--- src/rtl/pipeline_stall_controller.sv ---
// pipeline_stall_controller: stall/freeze/flush sequencing for a 5-stage MIPS pipe, optional STALL_COUNTERS_EN perf counters
module pipeline_stall_controller #(
  parameter int MEM_TIMEOUT = 15,
  parameter int CNT_W = 16
) (
  input  logic             clk,
  input  logic             rst,
  input  logic [5:0]       ID_opc,
  input  logic [4:0]       ID_rs,
  input  logic [4:0]       ID_rt,
  input  logic             eq,
  input  logic             EX_memread,
  input  logic             EX_regwrite,
  input  logic [4:0]       EX_dst,
  input  logic             MEM_access,
  input  logic             dmem_ready,
  output logic             pc_ld,
  output logic             IF_ID_ld,
  output logic             IF_ID_flush,
  output logic             ID_EX_ld,
  output logic             ID_EX_bubble,
  output logic             EX_MEM_ld,
  output logic             MEM_WB_bubble,
  output logic [1:0]       pc_sel,
  output logic [1:0]       ctrl_state,
  output logic             timeout_err
`ifdef STALL_COUNTERS_EN
  ,
  output logic [CNT_W-1:0] stall_cnt,
  output logic [CNT_W-1:0] flush_cnt,
  output logic [CNT_W-1:0] freeze_cnt
`endif
);
  localparam int WW = $clog2(MEM_TIMEOUT + 1);
  typedef enum logic [1:0] {RUN = 2'b00, STALL = 2'b01, MEM_WAIT = 2'b10, ERR = 2'b11} state_t;
  state_t        state;
  logic [WW-1:0] wait_cnt;
  logic [WW:0]   wait_nxt;
  logic          stall_pend;
  logic          beq, bne, jmp, is_br, match, lu, bh, take, freeze, hold, stall, tk;
  assign beq      = ID_opc == 6'b000100;
  assign bne      = ID_opc == 6'b000101;
  assign jmp      = ID_opc == 6'b000010;
  assign is_br    = beq | bne;
  assign match    = (EX_dst != 5'd0) & ((EX_dst == ID_rs) | (EX_dst == ID_rt));
  assign lu       = EX_memread & match;
  assign bh       = is_br & EX_regwrite & match;
  assign take     = (beq & eq) | (bne & ~eq) | jmp;
  assign freeze   = MEM_access & ~dmem_ready;
  assign hold     = rst | (state == ERR) | freeze;
  assign stall    = ~hold & (lu | bh | (state == STALL));
  assign tk       = ~hold & ~stall & take;
  assign wait_nxt = {1'b0, wait_cnt} + 1'b1;
  assign pc_ld         = ~hold & ~stall;
  assign IF_ID_ld      = ~hold & ~stall;
  assign IF_ID_flush   = tk;
  assign ID_EX_ld      = ~hold;
  assign ID_EX_bubble  = stall;
  assign EX_MEM_ld     = ~hold;
  assign MEM_WB_bubble = hold;
  assign pc_sel        = tk ? (jmp ? 2'b10 : 2'b01) : 2'b00;
  assign ctrl_state    = state;
  // control FSM: a frozen cycle counts toward the timeout even when it is the first one seen from RUN or STALL
  always_ff @(posedge clk or posedge rst) begin
    if (rst) begin
      state       <= RUN;
      wait_cnt    <= '0;
      stall_pend  <= 1'b0;
      timeout_err <= 1'b0;
    end else if (state != ERR && freeze) begin
      stall_pend <= stall_pend | (state == STALL);
      if (wait_nxt >= (WW+1)'(MEM_TIMEOUT)) begin
        state       <= ERR;
        timeout_err <= 1'b1;
        wait_cnt    <= '0;
      end else begin
        state    <= MEM_WAIT;
        wait_cnt <= wait_nxt[WW-1:0];
      end
    end else if (state != ERR) begin
      state      <= (stall_pend | (is_br & lu & (state != STALL))) ? STALL : RUN;
      wait_cnt   <= '0;
      stall_pend <= 1'b0;
    end
  end
`ifdef STALL_COUNTERS_EN
  // saturating counts of cycles where stall, take-flush or freeze is applied
  always_ff @(posedge clk or posedge rst) begin
    if (rst) begin
      stall_cnt  <= '0;
      flush_cnt  <= '0;
      freeze_cnt <= '0;
    end else begin
      if (stall && ~&stall_cnt) stall_cnt <= stall_cnt + 1'b1;
      if (tk && ~&flush_cnt) flush_cnt <= flush_cnt + 1'b1;
      if (hold && ~&freeze_cnt) freeze_cnt <= freeze_cnt + 1'b1;
    end
  end
`endif
endmodule

--- config.mk ---
export PLATFORM = sky130hd
export DESIGN_NAME = pipeline_stall_controller
export DESIGN_NICKNAME = d
export VERILOG_FILES = /design/src/rtl/pipeline_stall_controller.sv
export SDC_FILE = /design/constraint.sdc
export NUM_CORES = 1
export LEC_CHECK = 0
export ABC_CLOCK_PERIOD_IN_PS = 1900
export CORE_ASPECT_RATIO = 1.4
export CORE_MARGIN = 2
export CORE_UTILIZATION = 33
export CTS_CLUSTER_SIZE = 40
export DETAILED_ROUTE_END_ITERATION = 8
export PLACE_DENSITY_LB_ADDON = 0.12
export SLEW_MARGIN = 20
export SYNTH_ARGS = -nofsm -noshare
export SYNTH_HDL_FRONTEND = slang
export SYNTH_SLANG_ARGS = --single-unit
export TNS_END_PERCENT = 10
--- constraint.sdc ---
create_clock -name clk -period 1.9 [get_ports clk]
set_input_delay 0.285 -clock clk [delete_from_list [all_inputs] [get_ports clk]]
set_output_delay 0.285 -clock clk [all_outputs]
set_load 0.02 [all_outputs]
# After elaboration in Yosys (flattened, before gate mapping)
# Index checks and enable logic that the tools add are counted.
# totals
regBits	8
inputBits	28
out_inout_bits	12
elab_cells	56
# op_classes
n_addsub	1
n_lt_le_gt_ge	1
eq_ne	9
n_mux	11
bitwise	26
reduce_logical	4
# ops
cell	n
1-bit AND	12
6-bit by 3-bit == test with 1-bit output (second input constant)	2
4-bit 2-to-1 mux	3
5-bit == test	2
1-bit OR	10
2-bit 2-to-1 mux	4
6-bit by 2-bit == test with 1-bit output (second input constant)	1
4-bit by 1-bit adder with 5-bit output (second input constant)	1
5-bit by 4-bit greater-or-equal comparator with 1-bit output (second input constant)	1
5-bit nonzero test	1
1-bit 2-to-1 mux	4
1-bit inverter	4
2-bit by 1-bit == test with 1-bit output (second input constant)	1
2-bit == test (second input constant)	1
2-bit by 1-bit != test with 1-bit output (second input constant)	1
2-bit != test (second input constant)	1
2-bit AND reduction	1
2-bit nonzero test	1
1-bit logical AND	1

# Depth between registers and ports, before layout
# depth
word_depth	11
depth_mapped	7
depth_no_buf	7

# Worst setup path after synthesis
# Ideal clock, no wire load.
# synth_path
path_type	input -> output
from	input port EX_dst[1]
to	output port pc_ld
arrival_time_ps	2014
t_required_ps	1615
path_slack_ps	-399
cell_stages	5
path_buffers	1
cell_sequence	or4_1 nor2_1 nor3_1 nor4_1 buf_4
# synth_via
elab_chain_cells	9
elab_cells_between_ends	12
cone_classes	eq/ne: 2; bitwise: 9; reduce/logical: 1
# synth_lines
element	line	source
from (decl)	14	input logic [4:0] EX_dst,
5-bit == test	45	assign match = (EX_dst != 5'd0) & ((EX_dst == ID_rs) | (EX_dst == ID_rt));
1-bit OR	45	
1-bit AND *	45	
1-bit AND, on equally long branches	46, 47	
1-bit OR * (2 in series)	51	assign stall = ~hold & (lu | bh | (state == STALL));
1-bit AND *	51	
1-bit inverter *	--	
1-bit AND *	--	
to (decl)	17	output logic pc_ld,
# Every way passes the cells marked *; elsewhere a longest branch is shown, timed or not.

# Worst setup path after layout
# layout_path
from	input port ID_opc[4]
to	output port pc_sel[0]
# layout_via
elab_chain_cells	11
elab_cells_between_ends	18
cone_classes	eq/ne: 3; mux: 2; bitwise: 13
# layout_lines
element	line	source
from (decl)	8	input logic [5:0] ID_opc,
6-bit by 3-bit == test with 1-bit output, on equally long branches	41, 42	
1-bit OR	44	assign is_br = beq | bne;
1-bit AND (2 in series)	47	assign bh = is_br & EX_regwrite & match;
1-bit OR (2 in series)	51	
1-bit AND	51	
1-bit inverter	52	assign tk = ~hold & ~stall & take;
1-bit AND (2 in series)	52	
2-bit 2-to-1 mux *	61	assign pc_sel = tk ? (jmp ? 2'b10 : 2'b01) : 2'b00;
to (decl)	24	output logic [1:0] pc_sel,
# Marked as above.

==> impl_metrics.tcl <==
set metrics [dict create \
    status "finished with violations" \
    violations "negative setup slack" \
    holdWs_ps 460 \
    crit_path_max_fanout 3 \
    drt_iter0_drc 5 \
    vias 799 \
    synth.area.top_cells "dfrtp_1 30%, xor2_1 12%, nor3_1 4.5%" \
    grt_pass1_vias 816 \
    area_growth_pct 106 \
    ys_ff_latch 8 \
    required_ps 1620 \
    die_w_um 41.9 \
    clock_latency_ps 250 \
    cpLargestDelayFamily "buffers and inverters" \
    drc 0 \
    syn_area_per_cell_um2 8.63 \
    io_pins 40 \
    synth_top_area_cell "dfrtp_1" \
    clock_sinks 8 \
    slowest_delay_ps 440 \
    min_path_type "input pin to async pin" \
    path_clk_slew_ps 50 \
    grt_max_degree 9 \
    synth_cell_types 34 \
    power.total_uw 433 \
    finalCriticalPeriod_ps 1920 \
    skew_ps 2.52 \
    gr-total-overflow 0 \
    crit_chain "clkdlybuf4s50_1, nor3_4, a31oi_4, o311ai_4, nor2_2, buf_2" \
    antenna_found_initial 0 \
    rr_startpoint "wait_cnt[1]" \
    start_util_pct 34.5 \
    dp_hpwl_um 1600 \
    synth_edf_count 0 \
    yosysTopAreaCellShare_pct 30.1 \
    drive_gt1_share_pct 50.7 \
    post-place-ws_ps -896 \
    yosysMostFrequentCell "xor2_1" \
    crit_start "ID_opc[4]" \
    portBuffers 39 \
    slew_violations 0 \
    worst_slew_pin_slew_ps 327 \
    synth_top_flop_cell "dfrtp_1" \
    grt_use_total_pct 18.7 \
    netlist_instances 77 \
    grt_setup_unrepaired "yes" \
    slowest_stage "clkdlybuf4s50_1" \
    rows 19 \
    cts.path.max_buffers 2 \
    core_mm2 0.00193 \
    grt_pass1_wl_um 3600 \
    clock.fmax_ghz 0.520 \
    p_leak_nw 0.638 \
    totalWireLength_um 2090 \
    wire_per_inst_um 13.0 \
    end_kind "output port" \
    report.final.hold_viol_count 0 \
    setup_viol 5 \
    num_antenna_cells 0 \
    dieArea_mm2 0.00239 \
    final_cells 161 \
    worstPathBufferInverterCount 2 \
    design_area_mm2 0.00137 \
    syn_area_um2 664 \
    pwr_density_cell_mw_per_mm2 317 \
    worstSetupPathType "input pin to output port" \
    drt_pass1_iterations 4 \
    synth.net_count 107 \
    clock-root-buffer "clkbuf_4" \
    final_antenna_net_count 0 \
    start_kind "input pin" \
    finalCritPeriodShare_pct 101 \
    ir_worst_vdd_v 0.000387 \
    synth_commonest_cells "9 x xor2_1, 8 x dfrtp_1, 8 x nand2_1, 6 x nor2_1, 6 x nor3_1" \
    dpl_cell_area_mm2 0.00121 \
    cts_max_level 1 \
    ys_seq_area_share_pct 30.1 \
    dp_cells 151 \
    fin_ws_ps -22.8 \
    yosysWarnings 0 \
    cts-buffers-inserted 3 \
    drv_cap 0 \
    ys_async_sr_fraction_pct 100 \
    regToRegSetupSlack_ps 120 \
    nNetsFinal 172 \
    slew_headroom_pct 78.2 \
    cts_tree "yes" \
    die_y_um 57.1 \
    globalplace.congestion 0.789 \
    vias_per_cell 4.96 \
    crit_arrival_ps 1640 \
]
==> cells in the final DEF (no fill, tap or decap), types with 3 or more instances in the layout <==
master | Yosys | routed
buf_4 | 2 | 24
clkdlybuf4s50_1 | 0 | 12
nand2_1 | 8 | 8
dfrtp_1 | 8 | 8
buf_2 | 0 | 8
xor2_1 | 9 | 6
buf_6 | 0 | 6
dlygate4sd2_1 | 0 | 5
nor2_1 | 6 | 3
xor2_2 | 0 | 3
nor3_2 | 0 | 3
clkbuf_4 | 0 | 3
clkbuf_2 | 0 | 3
==> layer usage <==
metal	vias up	track usage, %	wire, um
met4	0	5.53	37
met3	4	3.16	182
met1	355	21.5	831
li1	403	-	-
met2	37	34.8	1040
met5	-	0	0
==> worst paths after layout <==
check                                      to  depth (start not counted)
worst min register to register    timeout_err                          1
worst min-delay path            ctrl_state[1]                          3
max in group asynchronous         wait_cnt[0]                          3
min in group clk                  timeout_err                          1
worst max-delay path                pc_sel[0]                          6
worst max register to register    wait_cnt[3]                          5
==> flip-flops by register name, summed over array words and instances, names as in the netlist <==
name	cells
wait_cnt	4
ctrl_state	2
stall_pend	1
timeout_err	1
==> per-stage QoR <==
stage	TNS, ps	util, %
6_report	-78.6	71.0
5_1_grt	-474	71.0
4_1_cts	-432	68.4
3_5_place_dp	-6210	63.1
3_3_place_gp	-6140	63.1
2_1_floorplan	-178	-
==> worst register-to-register path: cells and delay by family, from the launching register on <==
family | cells | cell delay [ps]
adder cells (fa/ha/maj) | 1 | 260
AO/OA/AOI/OAI | 1 | 260
flip-flops | 1 | 420
AND/OR/NAND/NOR | 3 | 720
==> final cells by class <==
cell class	count	area, um2
multi-input combinational	64	592
clock buffer	3	22.5
timing repair buffer	62	512
fill	152	559
sequential	8	200
tap	21	26.3
inverter	3	13.8
==> report_power, final <==
group	leakage (nW)	internal, mW	switching (mW)	total (mW)
combinational	0.533	0.0824	0.0589	0.141
clock	0.0138	0.0717	0.0491	0.121
sequential	0.0909	0.171	0	0.171
==> cells by family (layout without fill, tap and decap cells) <==
kind of cell	count (synthesis)	count (layout)	synth area share (%)
flip-flops	8	8	30.1
AND/OR/NAND/NOR	35	35	29.6
XOR/XNOR	11	11	14.5
AO/OA/AOI/OAI	16	16	18.1
buffers and inverters	5	68	3.95
adder cells (fa/ha/maj)	2	2	3.77
==> what timing repair did <==
item | 4_1_cts | 5_1_grt
hold buffers | 0 | 0
pin swaps | 17 | 16
gates resized for setup | 96 | 19
endpoints found under the setup margin | 9 | 6
setup buffers | 7 | 1
No activity file was read; power rests on OpenSTA's default activity.
